## src/rtl/audio_out_if.sv

```systemverilog
// Stereo sample handshake between the processing chain and audio_out.
// The master offers a frame with in_valid; the slave takes it when in_ready is high.
interface audio_out_if #(
   parameter int DATA_W = 16
);
   logic signed [DATA_W-1:0] in_left;
   logic signed [DATA_W-1:0] in_right;
   logic                     in_valid;
   logic                     in_ready;

   modport master (
      output in_left,
      output in_right,
      output in_valid,
      input  in_ready
   );

   modport slave (
      input  in_left,
      input  in_right,
      input  in_valid,
      output in_ready
   );
endinterface

```

## src/rtl/audio_out.sv

```systemverilog
// audio_out: serialises stereo frames onto DACDAT, MSB first, framed by the
// codec's LRCLK (high = left slot). One frame can wait in a pending stage
// while the active frame is being shifted out. A left slot that starts with
// nothing pending is muted and counted as an underrun.
module audio_out #(
   parameter int DATA_W = 16
) (
   input  logic       BCLK,
   input  logic       RESET_N,
   input  logic       LRCLK,
   audio_out_if.slave bus,
   output logic       DACDAT,
   output logic       underrun,
   output logic [7:0] underrun_count
);
   localparam int                CNT_W    = $clog2(DATA_W + 1);
   localparam logic [CNT_W-1:0]  CNT_DONE = CNT_W'(DATA_W);

   logic              lrclk_prev_reg;
   logic              full_reg, full_next;
   logic [DATA_W-1:0] pend_left_reg, pend_left_next;
   logic [DATA_W-1:0] pend_right_reg, pend_right_next;
   logic [DATA_W-1:0] act_left_reg, act_left_next;
   logic [DATA_W-1:0] act_right_reg, act_right_next;
   logic [DATA_W-1:0] shift_reg, shift_next;
   logic [CNT_W-1:0]  bit_cnt_reg, bit_cnt_next;
   logic              dacdat_reg, dacdat_next;
   logic              underrun_reg, underrun_next;
   logic [7:0]        underrun_count_reg, underrun_count_next;

   logic              lr_edge, lr_rise, lr_fall, accept;
   logic [DATA_W-1:0] word_load;

   // The pending stage is the only thing that can refuse a frame.
   assign bus.in_ready = RESET_N & ~full_reg;
   assign accept       = bus.in_valid & RESET_N & ~full_reg;

   assign lr_edge = LRCLK ^ lrclk_prev_reg;
   assign lr_rise = lr_edge & LRCLK;
   assign lr_fall = lr_edge & ~LRCLK;

   assign DACDAT         = dacdat_reg;
   assign underrun       = underrun_reg;
   assign underrun_count = underrun_count_reg;

   // Next-state for the frame pipeline, underrun tracking and the serialiser.
   always_comb begin
      full_next           = full_reg;
      pend_left_next      = pend_left_reg;
      pend_right_next     = pend_right_reg;
      act_left_next       = act_left_reg;
      act_right_next      = act_right_reg;
      shift_next          = shift_reg;
      bit_cnt_next        = bit_cnt_reg;
      dacdat_next         = 1'b0;
      underrun_next       = 1'b0;
      underrun_count_next = underrun_count_reg;
      word_load           = '0;

      // Left slot start: promote the pending frame, or mute if there is none.
      if (lr_rise) begin
         if (full_reg) begin
            act_left_next  = pend_left_reg;
            act_right_next = pend_right_reg;
            full_next      = 1'b0;
         end else begin
            act_left_next  = '0;
            act_right_next = '0;
            underrun_next  = 1'b1;
            if (underrun_count_reg != 8'hFF)
               underrun_count_next = underrun_count_reg + 8'd1;
         end
      end

      // A frame taken on a left edge lands in pending for the following frame.
      if (accept) begin
         pend_left_next  = bus.in_left;
         pend_right_next = bus.in_right;
         full_next       = 1'b1;
      end

      // Any LRCLK edge restarts the word, aborting a truncated one.
      if (lr_edge) begin
         word_load    = lr_rise ? act_left_next : act_right_reg;
         shift_next   = word_load;
         dacdat_next  = word_load[DATA_W-1];
         bit_cnt_next = CNT_W'(1);
      end else if (bit_cnt_reg < CNT_DONE) begin
         dacdat_next  = shift_reg[DATA_W-2];
         shift_next   = {shift_reg[DATA_W-2:0], 1'b0};
         bit_cnt_next = bit_cnt_reg + CNT_W'(1);
      end
   end

   // State registers; lrclk_prev tracks LRCLK even in reset so release sees no edge.
   always_ff @(posedge BCLK) begin
      lrclk_prev_reg <= LRCLK;
      if (!RESET_N) begin
         full_reg           <= 1'b0;
         pend_left_reg      <= '0;
         pend_right_reg     <= '0;
         act_left_reg       <= '0;
         act_right_reg      <= '0;
         shift_reg          <= '0;
         bit_cnt_reg        <= CNT_DONE;
         dacdat_reg         <= 1'b0;
         underrun_reg       <= 1'b0;
         underrun_count_reg <= 8'd0;
      end else begin
         full_reg           <= full_next;
         pend_left_reg      <= pend_left_next;
         pend_right_reg     <= pend_right_next;
         act_left_reg       <= act_left_next;
         act_right_reg      <= act_right_next;
         shift_reg          <= shift_next;
         bit_cnt_reg        <= bit_cnt_next;
         dacdat_reg         <= dacdat_next;
         underrun_reg       <= underrun_next;
         underrun_count_reg <= underrun_count_next;
      end
   end
endmodule

```

## src/flat_wrapper.sv

```systemverilog
// flat-port wrapper written by rule: the top's interface ports become plain ports
module audio_out_flat 
#(
   parameter int DATA_W = 16
)
  (BCLK, RESET_N, LRCLK, DACDAT, underrun, underrun_count, bus_in_left, bus_in_right, bus_in_valid, bus_in_ready);
  audio_out_if #(.DATA_W(DATA_W)) bus_i ();
  input  logic BCLK;
  input  logic RESET_N;
  input  logic LRCLK;
  output logic DACDAT;
  output logic underrun;
  output logic [7:0] underrun_count;
  input wire logic [$bits(bus_i.in_left)-1:0] bus_in_left;
  input wire logic [$bits(bus_i.in_right)-1:0] bus_in_right;
  input wire logic [$bits(bus_i.in_valid)-1:0] bus_in_valid;
  output wire logic [$bits(bus_i.in_ready)-1:0] bus_in_ready;
  assign bus_i.in_left = bus_in_left;
  assign bus_i.in_right = bus_in_right;
  assign bus_i.in_valid = bus_in_valid;
  assign bus_in_ready = bus_i.in_ready;
  audio_out #(.DATA_W(DATA_W)) u_core (.BCLK(BCLK), .RESET_N(RESET_N), .LRCLK(LRCLK), .bus(bus_i), .DACDAT(DACDAT), .underrun(underrun), .underrun_count(underrun_count));
endmodule
```

## config.mk

```make
export PLATFORM = sky130hd
export DESIGN_NAME = audio_out_flat
export DESIGN_NICKNAME = d
export VERILOG_FILES = /design/src/rtl/audio_out_if.sv /design/src/rtl/audio_out.sv /design/src/flat_wrapper.sv
export SDC_FILE = /design/constraint.sdc
export NUM_CORES = 1
export LEC_CHECK = 0
export ABC_AREA = 1
export BUFFER_PORTS_ARGS = -buffer_cell sky130_fd_sc_hd__buf_4
export CORE_ASPECT_RATIO = 0.7
export CORE_MARGIN = 2
export CORE_UTILIZATION = 50
export CTS_CLUSTER_DIAMETER = 80
export DETAILED_ROUTE_END_ITERATION = 8
export PLACE_DENSITY = 0.78
export SYNTH_ARGS = -nofsm -noshare
export SYNTH_HDL_FRONTEND = slang
export SYNTH_SLANG_ARGS = --single-unit
```

## constraint.sdc

```tcl
create_clock -name BCLK -period 1.3 [get_ports BCLK]
set_input_delay 0.26 -clock BCLK [delete_from_list [all_inputs] [get_ports BCLK]]
set_output_delay 0.26 -clock BCLK [all_outputs]
set_load 0.01 [all_outputs]
```

## After elaboration in Yosys (flattened, before gate mapping)

Cells that the tools add are included.

| storage, ports and cells | value |
|---|---|
| register bits | 96 |
| input bits | 36 |
| output and inout bits | 11 |
| word-level logic and storage cells | 41 |

| cells by class | value |
|---|---|
| add/subtract/negate cells | 2 |
| magnitude comparators | 1 |
| eq/ne operators | 1 |
| muxes and demuxes | 13 |
| bitwise gates (word level) | 7 |
| reductions and logical operators | 5 |

Operators by type and width:

| operator | count |
|---|---|
| $mux 16 | 4 |
| $mux 15 | 2 |
| $mux 5 | 2 |
| $add 8x1->8 const B | 1 |
| $ne 8x8->1 const B | 1 |
| $add 5x1->5 const B | 1 |
| $lt 5x5->1 const B | 1 |
| $mux 1 | 5 |
| $and 1x1->1 | 4 |
| $reduce_bool 2->1 | 2 |
| $reduce_and 3->1 | 1 |
| $not 1->1 | 2 |
| $reduce_and 2->1 | 1 |
| $reduce_or 2->1 | 1 |
| $xor 1x1->1 | 1 |

## Longest topological paths before layout

Gate-level depths: netlist (run 1).

| logic depth | value |
|---|---|
| word-level depth | 5 |
| gate-level depth with buffers | 9 |
| depth with buffers taken out | 8 |

## Worst setup path after synthesis (run 1)

OpenSTA, ideal clock, no wires.

| path | value |
|---|---|
| kind | register -> register |
| start | reg u_core.lrclk_prev_reg |
| end | reg u_core.shift_reg[12] |
| library setup time | 0.120 ns |
| arrival | 1.213 ns |
| path slack | -0.032 ns |
| stages on the path, launching flop included | 9 |
| path buffers | 2 |
| period minus slack after synthesis | 1.332 ns |
| cell sequence | dfxtp_1 -> inv_1 -> ha_1 -> buf_4 -> inv_2 -> buf_2 -> nand3_1 -> nand2_1 -> a21oi_2 |

| on the way | value |
|---|---|
| longest elaborated chain between the ends | 5 |
| elaborated cells between the ends (all ways) | 6 |
| classes of those cells | 3 x mux; 2 x bitwise; 1 x reduce/logical |

RTL lines:

| what | RTL line | source |
|---|---|---|
| start: declaration | audio_out.sv:19 | `logic lrclk_prev_reg;` |
| start signal: assignment | audio_out.sv:97 | `lrclk_prev_reg <= LRCLK;` |
| $xor 1x1->1 * | audio_out.sv:38 | `assign lr_edge = LRCLK ^ lrclk_prev_reg;` |
| $and 1x1->1 | audio_out.sv:39 | `assign lr_rise = lr_edge & LRCLK;` |
| $mux 16 | audio_out.sv:61 | `if (lr_rise) begin` |
| $mux 16 | audio_out.sv:84 | `word_load = lr_rise ? act_left_next : act_right_reg;` |
| $mux 15 | audio_out.sv:83 | `if (lr_edge) begin` |
| end signal: assignment | audio_out.sv:115 | `shift_reg <= shift_next;` |
| end: declaration | audio_out.sv:25 | `logic [DATA_W-1:0] shift_reg, shift_next;` |

Every way passes the cells marked *; elsewhere a longest branch is shown, timed or not.
A chain may end at the register's enable or synchronous reset.

## Worst setup path after layout (run 1)

| path | value |
|---|---|
| start | reg u_core.lrclk_prev_reg |
| end | reg u_core.underrun_count_reg[2] (netlist: u_core.underrun_count[2]) |

| on the way | value |
|---|---|
| longest elaborated chain between the ends | 3 |

RTL lines:

| what | RTL line | source |
|---|---|---|
| $xor 1x1->1 | audio_out.sv:38 |  |
| $and 1x1->1 | audio_out.sv:39 |  |
| net u_core.lr_rise | audio_out.sv:31 | `logic lr_edge, lr_rise, lr_fall, accept;` |
| $reduce_and 3->1 (no line) | n/a |  |
| end signal: assignment | audio_out.sv:119 | `underrun_count_reg <= underrun_count_next;` |
| end: declaration | audio_out.sv:29 | `logic [7:0] underrun_count_reg, underrun_count_next;` |

The timed path passes the listed nets, and every way through them passes these cells.

==> results of run 1 <==
## worst max-delay path, stage by stage (launching register included)
cell and delay, ps:
dfxtp_2 320, inv_2 60, ha_4 160, inv_4 50, buf_12 120, nor2_8 150
nand2_4 110, buf_6 130, nand2_2 50, a21oi_2 50
## synth_stat cells (all sizes together)
library cell	number
a211oi	1
a21oi	25
and3	1
buf	21
clkbuf	6
clkinv	1
dfxtp	80
ha	3
inv	23
nand2	171
nand3	26
nand4	2
nor2	19
nor3	5
o21ai	41
o22ai	14
xor2	2
## path summary, 6_finish.rpt
check,startpoint,endpoint,depth (start not counted)
setup / recovery,u_core.lrclk_prev_reg$_DFF_P_,u_core.underrun_count[2]$_SDFFE_PN0P_,9
hold reg to reg,u_core.pend_left_reg[0]$_SDFFE_PN0P_,u_core.pend_left_reg[0]$_SDFFE_PN0P_,2
setup reg to reg,u_core.lrclk_prev_reg$_DFF_P_,u_core.underrun_count[2]$_SDFFE_PN0P_,9
hold / removal,LRCLK,u_core.lrclk_prev_reg$_DFF_P_,1
## power groups by stage
stage / sequential [W] / clock (W) / combinational (W)
finish: 0.00266 / 0.00207 / 0.000741
global route: 0.00268 / 0.00221 / 0.000829
CTS: 0.00266 / 0.00208 / 0.000718
detailed placement: 0.00272 / 0 / 0.000683
global placement: 0.00271 / 0 / 0.000654
floorplan: 0.00271 / 0 / 0.000409
## metrics by stage
stage	worst slack (ps)	power (W)	instances
global placement	-41.6	0.00337	588
finish	-8.61	0.00547	606
detailed placement	-98.6	0.00340	588
floorplan	3.52	0.00312	441
CTS	2.83	0.00546	605
global route	-70.3	0.00571	606
## kinds of logic after synthesis
family	count (synthesis)	synth area share [%]
simple gates	224	29.0
fa+ha+maj	3	1.13
xor+xnor	2	0.527
buf+inv	51	7.49
compound gates	81	13.7
flops	80	48.2
## metal layers
metal | part of all wire, % | global-route usage, %
met5 | 0 | 0
met4 | 1.9 | 7.81
met3 | 6.1 | 7.51
met2 | 50 | 41.4
met1 | 42 | 28.6
## what timing repair did
| item | CTS | global route |
|---|---|---|
| pin swaps | 2 | 7 |
| endpoints found under the setup margin | 15 | 29 |
| resized for setup | 18 | 22 |
| buffers inserted | 1 | 1 |
## final cells by class
cell class / instances / area, um^2 / area share (%)
Tap cell: 91 / 114 / 2.62
Inverter: 24 / 103 / 2.36
Clock inverter: 7 / 101 / 2.33
Sequential cell: 80 / 1610 / 37.1
Timing Repair Buffer: 85 / 749 / 17.2
Multi-Input combinational cell: 310 / 1550 / 35.6
Clock buffer: 9 / 124 / 2.85
==> impl_metrics.toml, run 1 <==
[route]
drtIter0Drc = 180
totalWireLength_um = 7980
wl_per_cell_um = 13.2
drc_errors = 0
first_pass_iters = 5
viasPerCell = 5.14
vias = 3114
ant_nets = 0

[final_layout]
final_common_cell = "nand2_1"
final_nets = 549
antenna_cells = 0
design_area_um2 = 4350
final_core_util_pct = 68.7
final_cell_mix = "nand2_1, dfxtp_1, buf_4"
syn_to_final_growth_pct = 30.9
n_fill_cell = 497
drive_above_1_share_pct = 29.7

[pwr]
swShare_pct = 26.1
internal_power_w = 0.00404
peakVddDrop_v = 0.000799
p_sw_w = 0.00143
p_per_area_nw_per_um2 = 1260
power_leakage_nw = 1.81
power.share.combinational_pct = 13.5
pwr-share-seq_pct = 48.7
clock_power_share_pct = 37.8

[placement]
dpl_cell_area_um2 = 4000
dp_hpwl_um = 5360
io_buffers = 46
gp_congestion = 0.826

[die]
dieWidth_um = 101
fp-row-count = 24
dieArea_um2 = 7330
die_y_um = 72.2
start_util_pct = 52.5
core_area_um2 = 6340
num_io_pins = 47

[logic_synthesis]
ys_seq_elements = 80
synth_nets = 480
netlist_area_um2 = 3320
yosysUniqueCellTypes = 28
yosys_warnings = 0
syn_avg_cell_area_um2 = 7.54
post-synth-top-area-fraction_pct = 48.2
synth_area_leaders = "dfxtp_1, nand2_1, o21ai_0"
syn_inst = 441
synth_largest_area_cell = "dfxtp_1"
synth.yosys.seq_area_share_pct = 48.2

[critical_path]
cp-end-kind = "flop"
required_ps = 1550
worstPathArrival_ps = 1560
cp_max_fo = 7
reg2reg_slack_ps = -9
setup.worst_path.class = "flop to flop"
cp-start-kind = "flop"

[global_route]
gr-usage-all-layers_pct = 24.0
grt-ovfl-total = 0
grt_pass1_wl_um = 13700
grt_pass1_vias = 3036
grt_start_max_net_pins = 61
antenna_found_initial = 0

[sta]
grt_setup_unrepaired = "true"
worst_pin_slew_ps = 299
fin_tns_setup_ps = -9.18
skew_ps = 10.7
setup_viol_count_final = 2
hold_viol_final = 0
fin_crit_sh_pct = 101
worst_slack_ps = -8.61
max_slew_margin_pct = 80.0
report.final.slew_viol_count = 0
period_minus_slack_ps = 1310
max_freq_mhz = 764
whs_ps = 36.0

[clock_network]
cts_tree = "built"
path_clk_slew_ps = 90
clock-root-buffer = "clkbuf_8"
ctsHoldBuffers = 0
insertion_delay_ps = 350
clk_path_buf_depth = 2
cts.sinks = 80
h-tree-depth = 3
cts-buffers-inserted = 9

[status]
violations = "setup timing"
status = "finished, violations left"

[worst_hold_path]
hold_class = "primary input to flop"

[run]
maxCapViolCount = 0
No activity file was read; power rests on OpenSTA's default activity.
==> run 2: changes to the inputs <==
--- a/config.mk
+++ b/config.mk
@@ -7,8 +7,7 @@
 export LEC_CHECK = 0
 export ABC_AREA = 1
 export BUFFER_PORTS_ARGS = -buffer_cell sky130_fd_sc_hd__buf_4
-export CORE_ASPECT_RATIO = 0.7
-export CORE_MARGIN = 2
+export CORE_ASPECT_RATIO = 0.8
 export CORE_UTILIZATION = 50
 export CTS_CLUSTER_DIAMETER = 80
 export DETAILED_ROUTE_END_ITERATION = 8
==> constraint.sdc (replaced) <==
create_clock -name BCLK -period 1.3 [get_ports BCLK]
set_input_delay 0.065 -clock BCLK [delete_from_list [all_inputs] [get_ports BCLK]]
set_output_delay 0.065 -clock BCLK [all_outputs]
set_load 0.01 [all_outputs]
==> run 2 against run 1 <==
- the run now ends clean
- count of clock-buffer cells in the layout up 2
- global-route usage up 0.47 points
- register-to-register slack better by 50 ps
- power up 3.1%
- clock skew down 4.0 ps
- die area down 4.7%
- cell area up 4.2%
- via count up 3.2%
- sequential share of layout area down 1.6 points
- first-iteration DRC count up 39%
- largest power group unchanged
==> impl_metrics.toml, run 2 (synthesis results as in run 1) <==
[route]
totalWireLength_um = 8070
wl_per_cell_um = 13.0
drc_errors = 0
first_pass_iters = 5
viasPerCell = 5.19
vias = 3215
drtIter0Drc = 251
ant_nets = 0

[status]
status = "finished, final reports clean"

[worst_hold_path]
hold_class = "primary input to flop"
holdCritStartpoint = "RESET_N"

[critical_path]
worstPathArrival_ps = 1490
cp_top_family = "flip-flops"
crit_buf_inv = 2
cp-startpoint = "u_core.lrclk_prev_reg$_DFF_P_"
cp_slowest_stage_delay_ps = 330
cp-end-kind = "flop"
cp_slowest_cell = "dfxtp_2"
path_cells = "inv_2 -> ha_4 -> nand2_4 -> buf_4 -> nor2_1 -> o21ai_2 -> a21oi_1"
cp-start-kind = "flop"
setup.worst_path.class = "flop to flop"
required_ps = 1530
cp_max_fo = 8
r2r_start = "u_core.lrclk_prev_reg$_DFF_P_"

[sta]
period_minus_slack_ps = 1260
report.final.slew_viol_count = 0
whs_ps = 21.5
hold_viol_final = 0
skew_ps = 6.72
max_slew_margin_pct = 83.3
worst_pin_slew_ps = 250
max_freq_mhz = 797
fin_crit_sh_pct = 96.6
setup_viol_count_final = 0

[die]
die_y_um = 74.9
start_util_pct = 51.9
dieArea_um2 = 6980
dieWidth_um = 93.2
fp-row-count = 26
core_area_um2 = 6410
num_io_pins = 47

[pwr]
internal_power_w = 0.00426
power.share.combinational_pct = 14.2
pwr-share-seq_pct = 47.3
clock_power_share_pct = 38.5
p_per_area_nw_per_um2 = 1240
p_sw_w = 0.00138
swShare_pct = 24.5
peakVddDrop_v = 0.000917
power_leakage_nw = 1.89

[final_layout]
register_area_um2 = 1610
drive_above_1_share_pct = 25.0
final_common_cell = "nand2_1"
antenna_cells = 0
n_fill_cell = 465
final_core_util_pct = 70.8
multi_input_area_um2 = 1530
final_nets = 570
final_cell_mix = "nand2_1, dfxtp_1, buf_4"
syn_to_final_growth_pct = 36.4

[global_route]
grt_pass1_wl_um = 13100
gr-usage-all-layers_pct = 24.4
grt_pass1_vias = 2840
grt-ovfl-total = 0
grt_start_max_net_pins = 59
antenna_found_initial = 0

[clock_network]
cts_tree = "built"
clk_path_buf_depth = 2
insertion_delay_ps = 350
path_clk_slew_ps = 80
clock-root-buffer = "clkbuf_8"
cts-buffers-inserted = 9
cts.sinks = 80
h-tree-depth = 3

[placement]
io_buffers = 46
gp_congestion = 0.794
dp_hpwl_um = 4930

[run]
maxCapViolCount = 0
[run 2: cell count changes in the layout (fill, tap and decap cells not counted), sizes merged]
cell,delta
clkbuf,+3
clkinv,+1
buf,-13
bufinv,+1
inv,-3
clkinvlp,-1
dlygate4sd3,+33
[run 2: stage by stage]
stage / total power (W) / worst slack, ps / std cells / TNS, ps / instance area, um^2
finish: 0.00564 / 44.6 / 620 / 0 / 4530
global route: 0.00588 / -19.6 / 620 / -51.3 / 4530
CTS: 0.00561 / 15.7 / 619 / 0 / 4450
detailed placement: 0.00337 / -108 / 570 / -232 / 3860
global placement: 0.00335 / -81.5 / 570 / -81.5 / 3860
floorplan: 0.00312 / 3.52 / 441 / 0 / 3330
[run 2: path summary, 6_finish.rpt]
kind                                                 to  slack (ps)  cells after the start
setup / recovery               u_core.DACDAT$_SDFF_PN0_          40                      7
hold / removal    u_core.underrun_count[5]$_SDFFE_PN0P_          20                      3
setup reg to reg               u_core.DACDAT$_SDFF_PN0_          40                      7
hold reg to reg    u_core.pend_left_reg[0]$_SDFFE_PN0P_         460                      2
[run 2: what timing repair did]
action / 4_1_cts / 5_1_grt
setup endpoints to repair: 19 / 20
pin swaps: 0 / 4
gates resized for setup: 8 / 24
endpoints found under the hold margin: 33 / 0
gates cloned: 0 / 1
setup buffers: 0 / 0
hold buffers: 33 / 0
[run 2: metal layers]
layer / wire [um] / global-route usage [%] / share of wire, % / up-vias
met1: 3460 / 30.5 / 43 / 1494
li1: - / - / - / 1603
met2: 4010 / 41.6 / 50 / 105
met3: 498 / 7.37 / 6.2 / 13
met4: 99 / 7.18 / 1.2 / 0
met5: 0 / 0 / 0 / -
[run 2: area by class of cell]
class	instances	area share, %
clock buffers	11	2.90
inverters	24	2.48
multi-input cells	310	33.8
flip-flops and latches	80	35.5
well taps	84	2.32
repair buffers	106	20.8
clock inverters	5	2.29
[run 2: tightest hold or removal path, cell delays in order]
cell	delay, ps
buf_4	160
nand2_1	70
nor2_1	30
[run 2: power groups by stage]
stage               Clock, W  Sequential [W]  Combinational [W]
floorplan                  0         0.00271           0.000409
detailed placement         0         0.00272           0.000652
global route         0.00232         0.00268           0.000882
CTS                  0.00219         0.00266           0.000753
global placement           0         0.00271           0.000635
finish               0.00217         0.00267           0.000802
==> run 3: changes to the inputs <==
--- a/config.mk
+++ b/config.mk
@@ -12,6 +12,8 @@
 export CTS_CLUSTER_DIAMETER = 80
 export DETAILED_ROUTE_END_ITERATION = 8
 export PLACE_DENSITY = 0.78
+export REMOVE_ABC_BUFFERS = 1
 export SYNTH_ARGS = -nofsm -noshare
 export SYNTH_HDL_FRONTEND = slang
 export SYNTH_SLANG_ARGS = --single-unit
+export TNS_END_PERCENT = 1
==> run 3 against run 2 <==
- non-clock buffer count grew 10
- global-route usage is 0.13 points lower
- largest cell class unchanged
- cell area about the same
- clock power shrank 32%
- flip-flop and latch count unchanged
==> impl_metrics.toml, run 3 (synthesis results as in run 1) <==
[sta]
period_minus_slack_ps = 1270
grt_setup_unrepaired = "true"
fin_crit_sh_pct = 97.3
max_freq_mhz = 790
whs_ps = 6.32
worst_pin_slew_ps = 253
max_slew_margin_pct = 83.1
report.final.slew_viol_count = 0
skew_ps = 4.86
hold_viol_final = 0
fin_tns_setup_ps = 0
setup_viol_count_final = 0

[route]
first_pass_iters = 5
drtIter0Drc = 187
drc_errors = 0
viasPerCell = 5.15
wl_per_cell_um = 13.2
ant_nets = 0
vias = 3234
totalWireLength_um = 8320

[die]
fp-row-count = 26
dieWidth_um = 93.2
core_area_um2 = 6410
dieArea_um2 = 6980
start_util_pct = 51.9
num_io_pins = 47
die_y_um = 74.9

[final_layout]
final_core_util_pct = 70.7
register_area_um2 = 1600
multi_input_area_um2 = 1540
final_common_cell = "nand2_1"
n_fill_cell = 475
antenna_cells = 0
final_nets = 581
syn_to_final_growth_pct = 36.3
design_area_um2 = 4530
drive_above_1_share_pct = 25.6
final_cell_mix = "nand2_1, dfxtp_1, buf_4"

[clock_network]
cts_tree = "built"
cts.sinks = 80
path_clk_slew_ps = 70
insertion_delay_ps = 350
clock-root-buffer = "clkbuf_8"
clk_path_buf_depth = 2
h-tree-depth = 3
cts-buffers-inserted = 9

[critical_path]
cp_slowest_cell = "dfxtp_1"
worstPathArrival_ps = 1510
cp_slowest_stage_delay_ps = 310
path_cells = "inv_1 -> ha_4 -> buf_6 -> nand2_8 -> buf_6 -> nor2_4 -> o21ai_2 -> a21oi_1"
reg2reg_slack_ps = 30
cp-end-kind = "flop"
cp_common_cell = "buf_6"
required_ps = 1540
cp_max_fo = 4
cp-start-kind = "flop"
setup.worst_path.class = "flop to flop"

[global_route]
grt_pass1_vias = 2874
gr-usage-all-layers_pct = 24.3
grt_pass1_wl_um = 13100
grt_start_max_net_pins = 35
antenna_found_initial = 0
grt-ovfl-total = 0

[status]
status = "finished, final reports clean"

[pwr]
pwr-share-seq_pct = 54.2
power_w = 0.00493
p_per_area_nw_per_um2 = 1090
swShare_pct = 26.3
clock_power_share_pct = 29.7
peakVddDrop_v = 0.000748
power_leakage_nw = 1.89
p_sw_w = 0.00130
internal_power_w = 0.00363
power.share.combinational_pct = 16.1

[placement]
gp_congestion = 0.854
io_buffers = 46
dp_hpwl_um = 5080
dpl_cell_area_um2 = 3960

[worst_hold_path]
hold_class = "primary input to flop"

[run]
maxCapViolCount = 0
[run 3: final cells by class]
class | count | area share (%)
multi-input cells | 310 | 34.1
flip-flops and latches | 80 | 35.4
repair inverters | 1 | 0.193
well taps | 84 | 2.32
inverters | 24 | 2.32
repair buffers | 116 | 22.6
clock buffers | 11 | 2.90
clock inverters | 2 | 0.221
[run 3: layer usage]
| metal | wire length, um | GRT usage [%] |
|---|---|---|
| met1 | 3760 | 30.4 |
| met2 | 4110 | 41.2 |
| met3 | 371 | 6.16 |
| met4 | 75 | 9.06 |
| met5 | 0 | 0 |
[run 3: timing repair]
item | CTS | global route
hold buffers | 33 | 0
pin swaps | 2 | 6
setup buffers | 0 | 1
cloned | 0 | 1
setup endpoints to repair | 27 | 17
resized for setup | 9 | 18
endpoints found under the hold margin | 33 | 0
[run 3: final timing paths]
| kind | from | endpoint | depth (start not counted) |
|---|---|---|---|
| worst max register to register | u_core.lrclk_prev_reg$_DFF_P_ | u_core.shift_reg[0]$_SDFFE_PN0P_ | 8 |
| worst max-delay path | u_core.lrclk_prev_reg$_DFF_P_ | u_core.shift_reg[0]$_SDFFE_PN0P_ | 8 |
| worst min-delay path | bus_in_left[15] | u_core.pend_left_reg[15]$_SDFFE_PN0P_ | 3 |
| worst min register to register | u_core.shift_reg[11]$_SDFFE_PN0P_ | u_core.shift_reg[11]$_SDFFE_PN0P_ | 2 |
[run 3: through the flow]
stage | instances | worst slack [ps]
floorplan | 414 | -756
global placement | 580 | -25.8
detailed placement | 580 | -80.9
CTS | 626 | -7.21
global route | 628 | -38.9
finish | 628 | 34.8
[run 3: power by group through the flow]
stage                     Clock [W]  Combinational (W)  Sequential [W]
final                       0.00147           0.000792         0.00267
after global routing        0.00161           0.000868         0.00268
after CTS                   0.00149           0.000766         0.00266
after detailed placement          0           0.000667         0.00272
after global placement            0           0.000647         0.00272
after floorplan                   0           0.000335         0.00272
[run 3: critical path, delay by kind of cell, from the launching register on]
family                   cells  cell delay, ps
flip-flops                   1             310
AO/OA/AOI/OAI                2             230
adder cells (fa/ha/maj)      1             180
buffers and inverters        3             320
AND/OR/NAND/NOR              2             130
